## src/rtl/execute_alu_pipe.sv

```systemverilog
// Elastic execute ALU: registered operands in S0, ALU on S0,
// result carried through STAGES-1 more registers to the ROB writeback bus.
module execute_alu_pipe #(
  parameter int DATA_W = 32,
  parameter int ROB_W  = 4,
  parameter int FID_W  = 8,
  parameter int STAGES = 2
) (
  input  logic              clk,
  input  logic              reset,
  input  logic              i_valid,
  output logic              o_ready,
  input  logic [DATA_W-1:0] i_src0_value,
  input  logic [DATA_W-1:0] i_src1_value,
  input  logic [15:0]       i_imm,
  input  logic              i_use_imm,
  input  logic [3:0]        i_alu_cmd,
  input  logic              i_trap_ovf,
  input  logic [ROB_W-1:0]  i_dst_rob,
  input  logic [FID_W-1:0]  i_fid,
  input  logic              i_flush,
  output logic              o_valid,
  input  logic              i_ready,
  output logic [DATA_W-1:0] o_result,
  output logic              o_exc,
  output logic [ROB_W-1:0]  o_dst_rob,
  output logic [FID_W-1:0]  o_fid,
  output logic              o_fwd_valid,
  output logic [ROB_W-1:0]  o_fwd_rob,
  output logic [DATA_W-1:0] o_fwd_value
);
  localparam int SHAMT_W = $clog2(DATA_W);
  localparam int LAST = STAGES - 1;

  localparam logic [3:0] OP_ADD  = 4'd0;
  localparam logic [3:0] OP_SUB  = 4'd1;
  localparam logic [3:0] OP_AND  = 4'd2;
  localparam logic [3:0] OP_OR   = 4'd3;
  localparam logic [3:0] OP_XOR  = 4'd4;
  localparam logic [3:0] OP_NOR  = 4'd5;
  localparam logic [3:0] OP_SLT  = 4'd6;
  localparam logic [3:0] OP_SLTU = 4'd7;
  localparam logic [3:0] OP_SLL  = 4'd8;
  localparam logic [3:0] OP_SRL  = 4'd9;
  localparam logic [3:0] OP_SRA  = 4'd10;
  localparam logic [3:0] OP_LUI  = 4'd11;
  localparam logic [3:0] OP_PASS = 4'd12;

  logic [STAGES-1:0] vld;
  logic [STAGES-1:0] en;

  logic [DATA_W-1:0] a_q;
  logic [DATA_W-1:0] b_q;
  logic [15:0]       imm_q;
  logic              use_imm_q;
  logic              trap_q;
  logic [3:0]        cmd_q;
  logic [ROB_W-1:0]  rob_q;
  logic [FID_W-1:0]  fid_q;

  logic [DATA_W-1:0] alu_res;
  logic              alu_exc;

  // A stage may load when it, or any stage downstream, has a hole.
  always_comb begin : enables
    logic acc;
    acc = i_ready;
    en = '0;
    for (int k = LAST; k >= 0; k--) begin
      acc = acc | ~vld[k];
      en[k] = acc;
    end
  end

  assign o_ready = en[0];

  always_ff @(posedge clk or posedge reset) begin
    if (reset) begin
      vld <= '0;
    end else if (i_flush) begin
      vld <= '0;
    end else begin
      if (en[0]) vld[0] <= i_valid;
      for (int k = 1; k < STAGES; k++)
        if (en[k]) vld[k] <= vld[k-1];
    end
  end

  always_ff @(posedge clk or posedge reset) begin
    if (reset) begin
      a_q       <= '0;
      b_q       <= '0;
      imm_q     <= '0;
      use_imm_q <= 1'b0;
      trap_q    <= 1'b0;
      cmd_q     <= '0;
      rob_q     <= '0;
      fid_q     <= '0;
    end else if (!i_flush && en[0] && i_valid) begin
      a_q       <= i_src0_value;
      b_q       <= i_src1_value;
      imm_q     <= i_imm;
      use_imm_q <= i_use_imm;
      trap_q    <= i_trap_ovf;
      cmd_q     <= i_alu_cmd;
      rob_q     <= i_dst_rob;
      fid_q     <= i_fid;
    end
  end

  logic              is_logic;
  logic [DATA_W-1:0] imm_sx;
  logic [DATA_W-1:0] opb;
  logic [DATA_W-1:0] sum;
  logic [DATA_W-1:0] diff;
  logic [SHAMT_W-1:0] shamt;
  logic              ovf_add;
  logic              ovf_sub;

  always_comb begin
    is_logic = (cmd_q == OP_AND) || (cmd_q == OP_OR) ||
               (cmd_q == OP_XOR) || (cmd_q == OP_NOR);
    imm_sx = {{(DATA_W-16){imm_q[15]}}, imm_q};
    if (!use_imm_q) opb = b_q;
    else if (is_logic) opb = {{(DATA_W-16){1'b0}}, imm_q};
    else opb = imm_sx;
    shamt = use_imm_q ? SHAMT_W'(imm_q[10:6]) : a_q[SHAMT_W-1:0];
    sum  = a_q + opb;
    diff = a_q - opb;
    ovf_add = (a_q[DATA_W-1] == opb[DATA_W-1]) &&
              (sum[DATA_W-1] != a_q[DATA_W-1]);
    ovf_sub = (a_q[DATA_W-1] != opb[DATA_W-1]) &&
              (diff[DATA_W-1] != a_q[DATA_W-1]);
    alu_res = '0;
    alu_exc = 1'b0;
    case (cmd_q)
      OP_ADD: begin
        alu_res = sum;
        alu_exc = trap_q & ovf_add;
      end
      OP_SUB: begin
        alu_res = diff;
        alu_exc = trap_q & ovf_sub;
      end
      OP_AND:  alu_res = a_q & opb;
      OP_OR:   alu_res = a_q | opb;
      OP_XOR:  alu_res = a_q ^ opb;
      OP_NOR:  alu_res = ~(a_q | opb);
      OP_SLT:  alu_res = DATA_W'($signed(a_q) < $signed(opb));
      OP_SLTU: alu_res = DATA_W'(a_q < opb);
      OP_SLL:  alu_res = b_q << shamt;
      OP_SRL:  alu_res = b_q >> shamt;
      OP_SRA:  alu_res = $signed(b_q) >>> shamt;
      OP_LUI:  alu_res = imm_sx << 16;
      OP_PASS: alu_res = a_q;
      default: ;
    endcase
  end

  // Excepting ops must never reach the bypass network.
  assign o_fwd_valid = vld[0] & ~alu_exc;
  assign o_fwd_rob   = rob_q;
  assign o_fwd_value = alu_res;

  if (STAGES == 1) begin : g_direct
    assign o_valid   = vld[0];
    assign o_result  = alu_res;
    assign o_exc     = alu_exc;
    assign o_dst_rob = rob_q;
    assign o_fid     = fid_q;
  end else begin : g_pipe
    logic [DATA_W-1:0] res_q [STAGES-1];
    logic              exc_q [STAGES-1];
    logic [ROB_W-1:0]  rb_q  [STAGES-1];
    logic [FID_W-1:0]  fd_q  [STAGES-1];

    always_ff @(posedge clk or posedge reset) begin
      if (reset) begin
        for (int k = 0; k < STAGES - 1; k++) begin
          res_q[k] <= '0;
          exc_q[k] <= 1'b0;
          rb_q[k]  <= '0;
          fd_q[k]  <= '0;
        end
      end else if (!i_flush) begin
        if (en[1] && vld[0]) begin
          res_q[0] <= alu_res;
          exc_q[0] <= alu_exc;
          rb_q[0]  <= rob_q;
          fd_q[0]  <= fid_q;
        end
        for (int k = 2; k < STAGES; k++) begin
          if (en[k] && vld[k-1]) begin
            res_q[k-1] <= res_q[k-2];
            exc_q[k-1] <= exc_q[k-2];
            rb_q[k-1]  <= rb_q[k-2];
            fd_q[k-1]  <= fd_q[k-2];
          end
        end
      end
    end

    assign o_valid   = vld[LAST];
    assign o_result  = res_q[STAGES-2];
    assign o_exc     = exc_q[STAGES-2];
    assign o_dst_rob = rb_q[STAGES-2];
    assign o_fid     = fd_q[STAGES-2];
  end

endmodule

```

## config.mk

```make
export PLATFORM = sky130hd
export DESIGN_NAME = execute_alu_pipe
export DESIGN_NICKNAME = d
export VERILOG_FILES = /design/src/rtl/execute_alu_pipe.sv
export SDC_FILE = /design/constraint.sdc
export NUM_CORES = 1
export LEC_CHECK = 0
export ABC_AREA = 1
export CAP_MARGIN = 15
export CORE_ASPECT_RATIO = 2
export CORE_MARGIN = 4
export CORE_UTILIZATION = 66
export DETAILED_ROUTE_END_ITERATION = 12
export DONT_BUFFER_PORTS = 1
export GPL_ROUTABILITY_DRIVEN = 0
export PLACE_DENSITY = 0.82
export SLEW_MARGIN = 20
export SYNTH_ARGS = -nofsm -noshare
export SYNTH_HDL_FRONTEND = slang
export SYNTH_SLANG_ARGS = --single-unit
export TNS_END_PERCENT = 20
```

## constraint.sdc

```tcl
create_clock -name clk -period 5.9 [get_ports clk]
set_input_delay 1.18 -clock clk [delete_from_list [all_inputs] [get_ports clk]]
set_output_delay 1.18 -clock clk [all_outputs]
set_load 0.02 [all_outputs]
```

==> qor.yml, run 1 <==
avgSynthCellArea_um2: 5.91
io_pins: 187
stop_error: "[ERROR GRT-0116] Global routing finished with congestion. Check the congestion regions in the DRC Viewer."
yosysTopAreaCell: "dfrtp_1"
grt_pass1_wl_um: 123000
track_usage_pct: 60.2
synthTopCellsByCount: "nand2_1, nand3_1, inv_1"
placementRows: 79
grt_max_degree: 98
postCtsSetupBuffers: 0
syn_inst: 2675
holdBufCountCts: 0
netlist_area_um2: 15800
grt_pass1_vias: 20400
initial_utilization_pct: 67.5
outcome: "stopped before the end"
yosysTopAreaCellShare_pct: 23.0
cts_sinks: 145
portBuffers: 0
clockBufferDepth: 2
syn_nets: 2876
yosysWarnings: 0
synth.most_common_cell: "nand2_1"
ys_seq_area_share_pct: 23.0
clockRootBuffer: "clkbuf_16"
synth-seq-cells: 145
synthDistinctLibCells: 48
h-tree-depth: 4
synthTopCellsByArea: "dfrtp_1, nand2_1, nand3_1, ha_1, a21oi_1"
hpwl_um: 57000
ys.flop_type: "dfrtp_1"
synth_edf_count: 0
cts-resized-gates: 0
fp.dieH_um: 227
synth-async-reset-ratio_pct: 100
stop_stage: "global routing (5_1_grt)"
die_x_um: 117
grt_overflow: 152
cts_buffers: 17
==> kinds of logic after synthesis <==
kind of cell / Yosys count / synth area share (%)
simple gates: 1565 / 42.2
compound gates: 442 / 15.1
buf+inv: 406 / 10.6
flops: 145 / 23.0
fa+ha+maj: 98 / 7.85
mux: 18 / 1.28
xor+xnor: 1 / 0.0554
==> through the flow <==
step	std cells	worst slack, ps	area, um2	util [%]
after floorplan	2675	825	15800	-
after global placement	2864	761	15800	67.5
after detailed placement	2864	693	15800	67.5
after CTS	2896	177	16400	70.1
==> metal layers <==
layer  overflow  GRT usage (%)
met5          0          0.551
met4         52           66.1
met3          0           32.5
met2        100           87.1
met1          0           57.7
==> run 2: changes to the inputs <==
Settings changed: CORE_ASPECT_RATIO 2 to unset, CORE_UTILIZATION 66 to 40, PLACE_DENSITY 0.82 to unset, PLACE_DENSITY_LB_ADDON set to 0.15.
==> run 2 against run 1 <==
Net effect: the run now ends clean; synthesized cell count stayed put; area after synthesis stayed put.
==> qor.yml, run 2 <==
io_pins: 187
vias: 18600
nFillCells: 4314
worstSetupPathType: "flip-flop to primary output"
max_slew_margin_pct: 31.5
initial_utilization_pct: 40.7
clk_pin_slew_ps: 60
synthTopCellsByArea: "dfrtp_1, nand2_1, nand3_1, ha_1, a21oi_1"
core_um2: 38800
cts_sinks: 145
fmax_mhz: 178
track_usage_pct: 32.6
yosysTopAreaCell: "dfrtp_1"
holdBufCountCts: 0
cts_buffers: 17
post_drt_wl_per_cell_um: 22.8
skew_ps: 16.1
placed_cell_area_um2: 16100
tightest_slew_ps: 1030
clockBufferDepth: 2
synthTopCellsByCount: "nand2_1, nand3_1, inv_1"
cp_num_buf_inv: 5
arrival_ps: 4440
reg2reg_depth: 14
h-tree-depth: 4
synthDistinctLibCells: 48
antenna_left: 0
met3WireLength_um: 7660
final_area_um2: 16700
syn_inst: 2675
critPathMaxFanout: 16
setup_viol: 0
hp-class: "flip-flop to flip-flop"
drtIter0Drc: 2591
cts_tree: "built"
synth.most_common_cell: "nand2_1"
syn_to_final_growth_pct: 5.68
yosysWarnings: 0
final_common_cell: "nand2_1"
postCtsSetupBuffers: 0
grt_max_degree: 91
outcome: "finished, final reports clean"
p_per_area_nw_per_um2: 380
holdPathStages: 2
portBuffers: 0
period_needed_ps: 5620
routed_wl_um: 71200
die_area_um2: 42800
antenna_found_initial: 4
cp_data_required_time_ps: 4720
cts-resized-gates: 0
placementRows: 72
drive_gt1_share_pct: 4.18
netlist_area_um2: 15800
nets: 2798
regArea_um2: 3630
worstSetupPathDepth: 20
die_x_um: 207
period_share_pct: 95.2
power.leakage_nw: 8.55
multi_input_area_um2: 10500
clock_latency_ps: 460
crit_chain: "inv_1 -> nand2_1 -> inv_1 -> nand2_1 -> nand4_1 -> o21ai_0 -> inv_2 -> a21oi_1 -> inv_1 -> ha_1 -> inv_1 -> nand2_1 -> o21ai_0 -> a21oi_1 -> nor2_1 -> nor2_1 -> nand2_1 -> nand2_1 -> nand3_1 -> nand3_1"
maxCapViolCount: 0
synth_edf_count: 0
rsz0062_at_grt: "false"
grt_overflow: 0
highest_layer: "met5"
finalSetupTns_ps: 0
ir_drop_mv: 0.235
slowest_delay_ps: 420
dr_wl_met2_um: 31000
fp.dieH_um: 207
yosysTopAreaCellShare_pct: 23.0
cp_top_family: "simple AND/OR/NAND/NOR gates"
crit_path_top_delay_cell: "ha_1"
grt_pass1_wl_um: 105000
drv_slew: 0
hold_viol_final: 0
avgSynthCellArea_um2: 5.91
grt_pass1_vias: 17400
met1_length_um: 28100
clockRootBuffer: "clkbuf_16"
remaining_drc_errors: 0
ys_seq_area_share_pct: 23.0
vias_per_cell: 5.95
critPathCaptureType: "primary output"
layout_common_cells: "nand2_1, nand3_1, inv_1, nor2_1, a21oi_1"
crit_top_cell: "nand2_1"
synth-seq-cells: 145
critPathLaunchType: "flip-flop"
drt_pass1_iterations: 7
hpwl_um: 56900
synth-async-reset-ratio_pct: 100
syn_nets: 2876
ys.flop_type: "dfrtp_1"
run 2: cell counts after synthesis:
Identical to the previous run, type by type.
run 2: worst register-to-register path, stage by stage, from the launching register on:
cell     delay (ps)
dfrtp_1         420
buf_4           270
o21ai_0         790
ha_1            450
nand2_1         150
nor2_1          350
nand4_1         160
o21ai_1         530
nand2_1         240
nand2_1         120
nand2_1          50
nand3_1          70
nand3_1         370
nand2_1         170
nand2_1          60
run 2: where the power goes:
group          total (mW)  leakage, nW  switching [mW]  internal [mW]
clock network        1.14        0.285           0.481          0.661
logic                3.75         6.57            2.77          0.985
registers            1.46         1.70           0.286           1.18
run 2: final cells by class:
type                       count  share of cell area, %
multi-input combinational   2124                   63.1
sequential                   145                   21.7
inverter                     284                   6.43
tap                          518                   3.88
clock buffer                  17                   2.55
timing repair buffer          25                   1.27
clock inverter                13                  0.981
antenna                        2                 0.0300
run 2: path summary, 6_finish.rpt:
| kind | from | to | slack (ps) |
|---|---|---|---|
| max | cmd_q[1] | o_fwd_value[0] | 280 |
| max reg2reg | use_imm_q | o_result[22] | 1600 |
| min | fid_q[6] | o_fid[6] | 460 |
| min in group asynchronous | reset | o_result[6] | 580 |
| max in group asynchronous | reset | o_result[23] | 4220 |
| min reg2reg | fid_q[6] | o_fid[6] | 460 |
run 2: metal layers:
layer | vias up | track usage (%)
met5 | - | 0
met1 | 8686 | 42.9
li1 | 8620 | -
met2 | 1079 | 49.7
met4 | 4 | 16.6
met3 | 207 | 8.14
run 2: kinds of logic (layout without fill, tap and decap cells):
logic type | Yosys count | count (layout) | synth area share (%)
buffers and inverters | 406 | 339 | 10.6
adder cells (fa/ha/maj) | 98 | 98 | 7.85
XOR/XNOR | 1 | 1 | 0.0554
AO/OA/AOI/OAI | 442 | 442 | 15.1
other | 0 | 2 | 0
multiplexers | 18 | 18 | 1.28
flip-flops | 145 | 145 | 23.0
AND/OR/NAND/NOR | 1565 | 1565 | 42.2
run 2: metrics by stage:
stage	power [mW]	hold slack [ps]	std cells	setup WS, ps	utilization (%)
CTS	6.24	463	3126	184	42.9
global placement	5.04	443	3096	709	41.4
global route	6.78	478	3126	8.55	43.0
detailed placement	5.07	447	3096	701	41.4
finish	6.36	459	3128	284	43.0
floorplan	4.01	436	2675	825	-
Power figures use the tool's default switching activity.
